`src/rtl/ifu_fetch_pkg.sv`:
```
// Shared types and constants for the handshaked instruction fetch stage.
// Holds the FSM state encoding and the error codes reported to decode.
package ifu_fetch_pkg;

  localparam int IFU_PC_W   = 64;
  localparam int IFU_INS_W  = 32;
  localparam int IFU_DATA_W = 64;

  typedef enum logic [1:0] {
    IFU_IDLE = 2'b00,
    IFU_REQ  = 2'b01,
    IFU_WAIT = 2'b10,
    IFU_HOLD = 2'b11
  } ifuState_e;

  typedef logic [1:0] ifuErr_t;

  localparam ifuErr_t IFU_ERR_OK       = 2'b00;
  localparam ifuErr_t IFU_ERR_MISALIGN = 2'b01;
  localparam ifuErr_t IFU_ERR_FAULT    = 2'b10;

endpackage

```
`src/rtl/ifu_fetch.sv`:
```
// Multi-cycle instruction fetch: takes a PC, reads 64-bit memory over valid/ready,
// selects the 32-bit word and holds it until decode accepts it.
module ifu_fetch
  import ifu_fetch_pkg::*;
#(
  parameter int PC_W   = IFU_PC_W,
  parameter int INS_W  = IFU_INS_W,
  parameter int DATA_W = IFU_DATA_W
) (
  input  logic              i_clk,
  input  logic              i_rst,
  input  logic              i_pc_valid,
  input  logic [PC_W-1:0]   i_pc,
  output logic              o_pc_ready,
  input  logic              i_flush,
  output logic              o_mem_req_valid,
  input  logic              i_mem_req_ready,
  output logic [PC_W-1:0]   o_mem_addr,
  input  logic              i_mem_rsp_valid,
  output logic              o_mem_rsp_ready,
  input  logic [DATA_W-1:0] i_mem_rdata,
  input  logic              i_mem_rsp_err,
  output logic              o_ins_valid,
  input  logic              i_ins_ready,
  output logic [INS_W-1:0]  o_ins,
  output logic [PC_W-1:0]   o_ins_pc,
  output logic [1:0]        o_ins_err
);

  ifuState_e         r_state;
  ifuState_e         w_stateNext;
  logic              r_drop;
  logic              w_dropNext;
  logic [PC_W-1:0]   r_pc;
  logic [PC_W-1:0]   r_memAddr;
  logic [INS_W-1:0]  r_ins;
  ifuErr_t           r_insErr;

  logic              w_pcFire;
  logic              w_insFire;
  logic              w_rspFire;
  logic              w_misaligned;
  logic [INS_W-1:0]  w_selWord;

  assign w_pcFire     = i_pc_valid && o_pc_ready;
  assign w_insFire    = o_ins_valid && i_ins_ready;
  assign w_rspFire    = i_mem_rsp_valid && o_mem_rsp_ready;
  assign w_misaligned = (i_pc[1:0] != 2'b00);
  assign w_selWord    = r_pc[2] ? i_mem_rdata[DATA_W-1:INS_W] : i_mem_rdata[INS_W-1:0];

  always_ff @(posedge i_clk) begin
    if (i_rst) begin
      r_state <= IFU_IDLE;
      r_drop  <= 1'b0;
    end else begin
      r_state <= w_stateNext;
      r_drop  <= w_dropNext;
    end
  end

  // A PC can only be taken in IDLE or on the HOLD hand-off cycle, so both share one path.
  always_comb begin
    w_stateNext = r_state;
    w_dropNext  = r_drop;
    unique case (r_state)
      IFU_IDLE: begin
        if (w_pcFire) w_stateNext = w_misaligned ? IFU_HOLD : IFU_REQ;
      end
      IFU_REQ: begin
        if (i_flush) w_dropNext = 1'b1;
        if (i_mem_req_ready) w_stateNext = IFU_WAIT;
      end
      IFU_WAIT: begin
        if (w_rspFire) begin
          w_dropNext  = 1'b0;
          w_stateNext = (r_drop || i_flush) ? IFU_IDLE : IFU_HOLD;
        end else if (i_flush) begin
          w_dropNext = 1'b1;
        end
      end
      IFU_HOLD: begin
        if (i_flush)        w_stateNext = IFU_IDLE;
        else if (w_pcFire)  w_stateNext = w_misaligned ? IFU_HOLD : IFU_REQ;
        else if (w_insFire) w_stateNext = IFU_IDLE;
      end
      default: w_stateNext = IFU_IDLE;
    endcase
  end

  always_comb begin
    o_pc_ready      = 1'b0;
    o_mem_req_valid = 1'b0;
    o_mem_rsp_ready = 1'b0;
    o_ins_valid     = 1'b0;
    unique case (r_state)
      IFU_IDLE: o_pc_ready      = !i_flush;
      IFU_REQ:  o_mem_req_valid = 1'b1;
      IFU_WAIT: o_mem_rsp_ready = 1'b1;
      IFU_HOLD: begin
        o_ins_valid = 1'b1;
        o_pc_ready  = i_ins_ready && !i_flush;
      end
      default: ;
    endcase
  end

  // Payload only moves on accepted PCs or kept responses, so it is stable through HOLD.
  always_ff @(posedge i_clk) begin
    if (i_rst) begin
      r_pc      <= '0;
      r_memAddr <= '0;
      r_ins     <= '0;
      r_insErr  <= IFU_ERR_OK;
    end else begin
      if (w_pcFire) begin
        r_pc <= i_pc;
        if (w_misaligned) begin
          r_ins    <= '0;
          r_insErr <= IFU_ERR_MISALIGN;
        end else begin
          r_memAddr <= {i_pc[PC_W-1:3], 3'b000};
        end
      end
      if (r_state == IFU_WAIT && w_rspFire && !r_drop && !i_flush) begin
        r_ins    <= i_mem_rsp_err ? '0 : w_selWord;
        r_insErr <= i_mem_rsp_err ? IFU_ERR_FAULT : IFU_ERR_OK;
      end
    end
  end

  assign o_mem_addr = r_memAddr;
  assign o_ins      = r_ins;
  assign o_ins_pc   = r_pc;
  assign o_ins_err  = r_insErr;

endmodule

```
`config.mk`:
```
export PLATFORM = sky130hd
export DESIGN_NAME = ifu_fetch
export DESIGN_NICKNAME = d
export VERILOG_FILES = /design/src/rtl/ifu_fetch_pkg.sv /design/src/rtl/ifu_fetch.sv
export SDC_FILE = /design/constraint.sdc
export NUM_CORES = 1
export LEC_CHECK = 0
export BUFFER_PORTS_ARGS = -buffer_cell sky130_fd_sc_hd__clkbuf_2
export CORE_MARGIN = 8
export CORE_UTILIZATION = 40
export CTS_CLUSTER_SIZE = 10
export DETAILED_ROUTE_END_ITERATION = 10
export GPL_TIMING_DRIVEN = 0
export PLACE_DENSITY = 0.71
export SYNTH_ARGS = -nofsm -noshare
export SYNTH_HDL_FRONTEND = slang
export SYNTH_SLANG_ARGS = --single-unit
```
`constraint.sdc`:
```
create_clock -name i_clk -period 2.9 [get_ports i_clk]
set_input_delay 0.29 -clock i_clk [delete_from_list [all_inputs] [get_ports i_clk]]
set_output_delay 0.29 -clock i_clk [all_outputs]
set_load 0.01 [all_outputs]
```
==> results <==
- The H-tree depth is 4.
- In the final layout, the share of cells above drive strength 1 is 0.3636.
- Setup repair after global routing left no endpoint under its margin.
- Once detailed placement completed, the half-perimeter wirelength came to 16240 microns.
- The total area inside the core boundary comes to 15090 sq um.
- For flop-to-flop paths, the worst setup slack is 410 ps.
- The library cells used most frequently in the layout, excluding fill and tap cells, are 297 x clkbuf_2, 253 x nand2_1, 162 x dfxtp_1.
- The analysis attributes to cell leakage a power of 3.715 nW.
- The final antenna-violating net count is 0.
- The proportion of register bits with asynchronous set or reset after synthesis is 0.
- The final setup violation count is 0.
- The synthesized netlist cell count is 736.
- Buffers added to address setup during post-CTS repair amount to 0.
- The slew at the pin with the worst max-slew slack is 679.5 ps.
- The data required time at the worst endpoint is 3180 ps.
- The worst hold path passes through 3 cells.
- The end of the worst register-to-register path is o_mem_addr[55].
- The clock slew at the register clock pins of the worst setup and hold paths is 60 ps.
- The largest single stage delay on the critical path is 490 ps.
- The overflow left after global routing is 0.
- The layout overhead on the synthesized area is 38.67%.
- The endpoint class of the critical path is a flop.
- The starting utilization of the core area is 0.4066.
- The share of synthesized area in the top cell type comes to 0.5287.
- The critical path is of the reg2reg type.
- Data on the critical path arrives at its endpoint at 2770 ps.
- The via count of the first global-routing pass was 6182.
- The max-slew violation count came to 0.
- The count of endpoints failing hold in the final timing report is 0.
- The die outline area is 19560 sq um.
- The power per cell area is 726.3 nW/um^2.
- Setup total negative slack on the finished layout was measured at 0 ps.
- After synthesis the cells add up to 6135 sq um.
- Overall power consumption after layout is estimated at 6.179 mW.
- The distinct cell type count of the synthesized netlist is 32.
- The synthesized area divided by synthesized cell count is 8.335 sq um.
- The count of state elements after synthesis is 162.
- In this run the core area contains 45 standard-cell rows.
- Among cell families on the critical path, the largest total delay comes from simple AND/OR/NAND/NOR gates.
- The library cell contributing the largest single delay on the critical path is nand3_1.
- Of the synthesized area, sequential elements account for 0.5287.
- The CTS tree is yes.
- The maximum count of clock buffers along a single path is 2.
- The maximum vdd drop is 0.4284 mV.
- Port buffering added 297 buffers.
- The worst setup skew after layout is 9.476 ps.
- For this block, the routed nets add up to 20910 microns of wire.
- The run finished with clean final reports.
- The final layout contains 1195 nets.
- The maximum operating frequency is 402.1 MHz.
- The warning count from the yosys run is 0.
- The number of buffers added to fix hold violations after cts is 0.
- The root buffer cell is clkbuf_16.
- Walking the worst path, the cells encountered are inv_1 > ha_1 > nor3b_1 > nand3_1 > clkbuf_1 > nand2_1 > a21oi_1.
- The clock drives 162 sinks.
- The number of filler cells placed in the layout is 1482.
- The x dimension of the die is 139.8 microns.
- dfxtp_1 takes more of the synthesized area than any other cell.
- Once the clock tree was built, the resizer swapped 0 gates to a different size.
- The startpoint identified for the worst register-to-register timing path is r_state[0].
- The clock insertion delay at the later pin of the skew report is 420 ps.
- The initial antenna violation count is 1.
- The largest fanout of any net on the critical path is 10.
- The die boundary height is 139.8 microns.
- In this run, CTS created clock tree buffers numbering 17.
- The total via count in the routed design is 6131.
- After detailed routing, the number of remaining DRC violations is 0.
- The worst path in the final design needs a cycle of 2487 ps, including I/O delays and setup.
- The number of buffer and inverter stages on the critical path is 2.
- The kind of path behind the tightest hold check is in2reg.
- Yosys mapped a number of flops with a built-in enable equal to 0.
- The wire length of the first global-routing pass is 32550 microns.
- The depth of the worst register-to-register path is 7.
- The total iterations of the first detailed-routing run is 5.
- The path with the worst hold slack has its endpoint at o_ins_pc[49].
- The number of top-level design ports is 302.
- In the post-synthesis netlist, the biggest area contributors are dfxtp_1 53%, nand2_1 15%, a21oi_1 11%.
- The kind of start point of the critical path is a flop.
- The number of maximum-capacitance constraint violations is 0.
- Across every metal layer, demand over resource in global routing totals 0.2085.
- Dividing the final minimum period by the clock period gives 0.8576.
- Entering global routing, the biggest net connects 17 pins.
- The number of vias per cell is 4.885.
- The primary flip-flop cell chosen by synthesis mapping is dfxtp_1.
- The global placer's final weighted congestion is 0.7886.
- The average wire length per cell after detail routing is 16.66 microns.
- The first-iteration detailed-routing DRC count is 318.
- In this run the most critical hold path is launched from i_pc[49].
- The leading cell type in the layout, fill and taps excluded is clkbuf_2.
- In this run the tightest slew margin relative to its limit is 0.5470.
- The number of antenna diodes in the final layout is 0.
-- power breakdown --
group	switching, mW	internal, mW	total (mW)
Clock	0.909	1.51	2.42
Combinational	0.759	0.479	1.24
Sequential	0.104	2.41	2.52
-- cells by family (layout without fill, tap and decap cells) --
group | Yosys count | in the layout | share of synthesized area
fa+ha+maj | 5 | 5 | 0.01020
flops | 162 | 162 | 0.5287
mux | 32 | 32 | 0.05874
other cells | 1 | 3 | 0.0006113
compound gates | 171 | 171 | 0.1579
buf+inv | 63 | 392 | 0.05017
simple gates | 302 | 302 | 0.1938
-- metrics by stage --
step / hold slack [ps] / worst slack, ps / utilization / std cells / cell area [sq um]
finish: 101.3 / 412.9 / 0.5638 / 1255 / 8507
CTS: 85.46 / 406.0 / 0.5638 / 1255 / 8507
global placement: 441.7 / 486.6 / 0.5211 / 1223 / 7864
detailed placement: 445.6 / 421.4 / 0.5211 / 1223 / 7864
floorplan: 408.7 / 956.0 / - / 738 / 6142
global route: 91.81 / 248.1 / 0.5638 / 1255 / 8507
-- cell type report --
cell class	instances	area, sq um	area share
Timing Repair Buffer	297	1486	0.1747
Sequential cell	162	3243	0.3812
Tap cell	188	235.2	0.02765
Clock buffer	20	466.7	0.05486
Inverter	5	18.77	0.002206
Buffer	58	289.0	0.03398
Clock inverter	12	176.4	0.02074
Multi-Input combinational cell	513	2591	0.3046
-- flip-flops by register name, indices dropped and copies added (netlist names) --
name        cells
r_drop          1
o_ins          32
o_ins_pc       64
o_mem_addr     61
o_ins_err       2
r_state         2
-- routing by layer --
layer / vias up / global-route usage / wire [microns]
met2: 213 / 0.3523 / 10230
met5: - / 0 / 13
met1: 2822 / 0.2339 / 8515
li1: 3070 / - / -
met4: 2 / 0.07200 / 318
met3: 24 / 0.08379 / 1834
-- worst max path at each step --
stage | start | endpoint | cells after the start
after floorplan | r_state[0] | o_mem_addr[10] | 7
after global placement | r_state[0] | o_mem_addr[62] | 7
after detailed placement | r_state[0] | o_mem_addr[8] | 7
after CTS | r_state[0] | o_mem_addr[8] | 7
after global routing | r_state[0] | o_mem_addr[45] | 7
final | r_state[0] | o_mem_addr[55] | 7
-- synth_stat cells (all sizes together) (2+ instances only) --
cell type and count:
nand2 253, buf 23, dfxtp 162, a22oi 33, nor2 36, clkbuf 35, a311oi 2, mux2 32
a21oi 131, nand3 2, nor3 3, inv 5, ha 5
-- worst register-to-register path: cells and delay by family, from the launching register on --
family	cells	cell delay (ps)
simple gates	3	1020
buf+inv	2	490
flops	1	390
fa+ha+maj	1	380
compound gates	1	70
No activity file was read; power rests on OpenSTA's default activity.
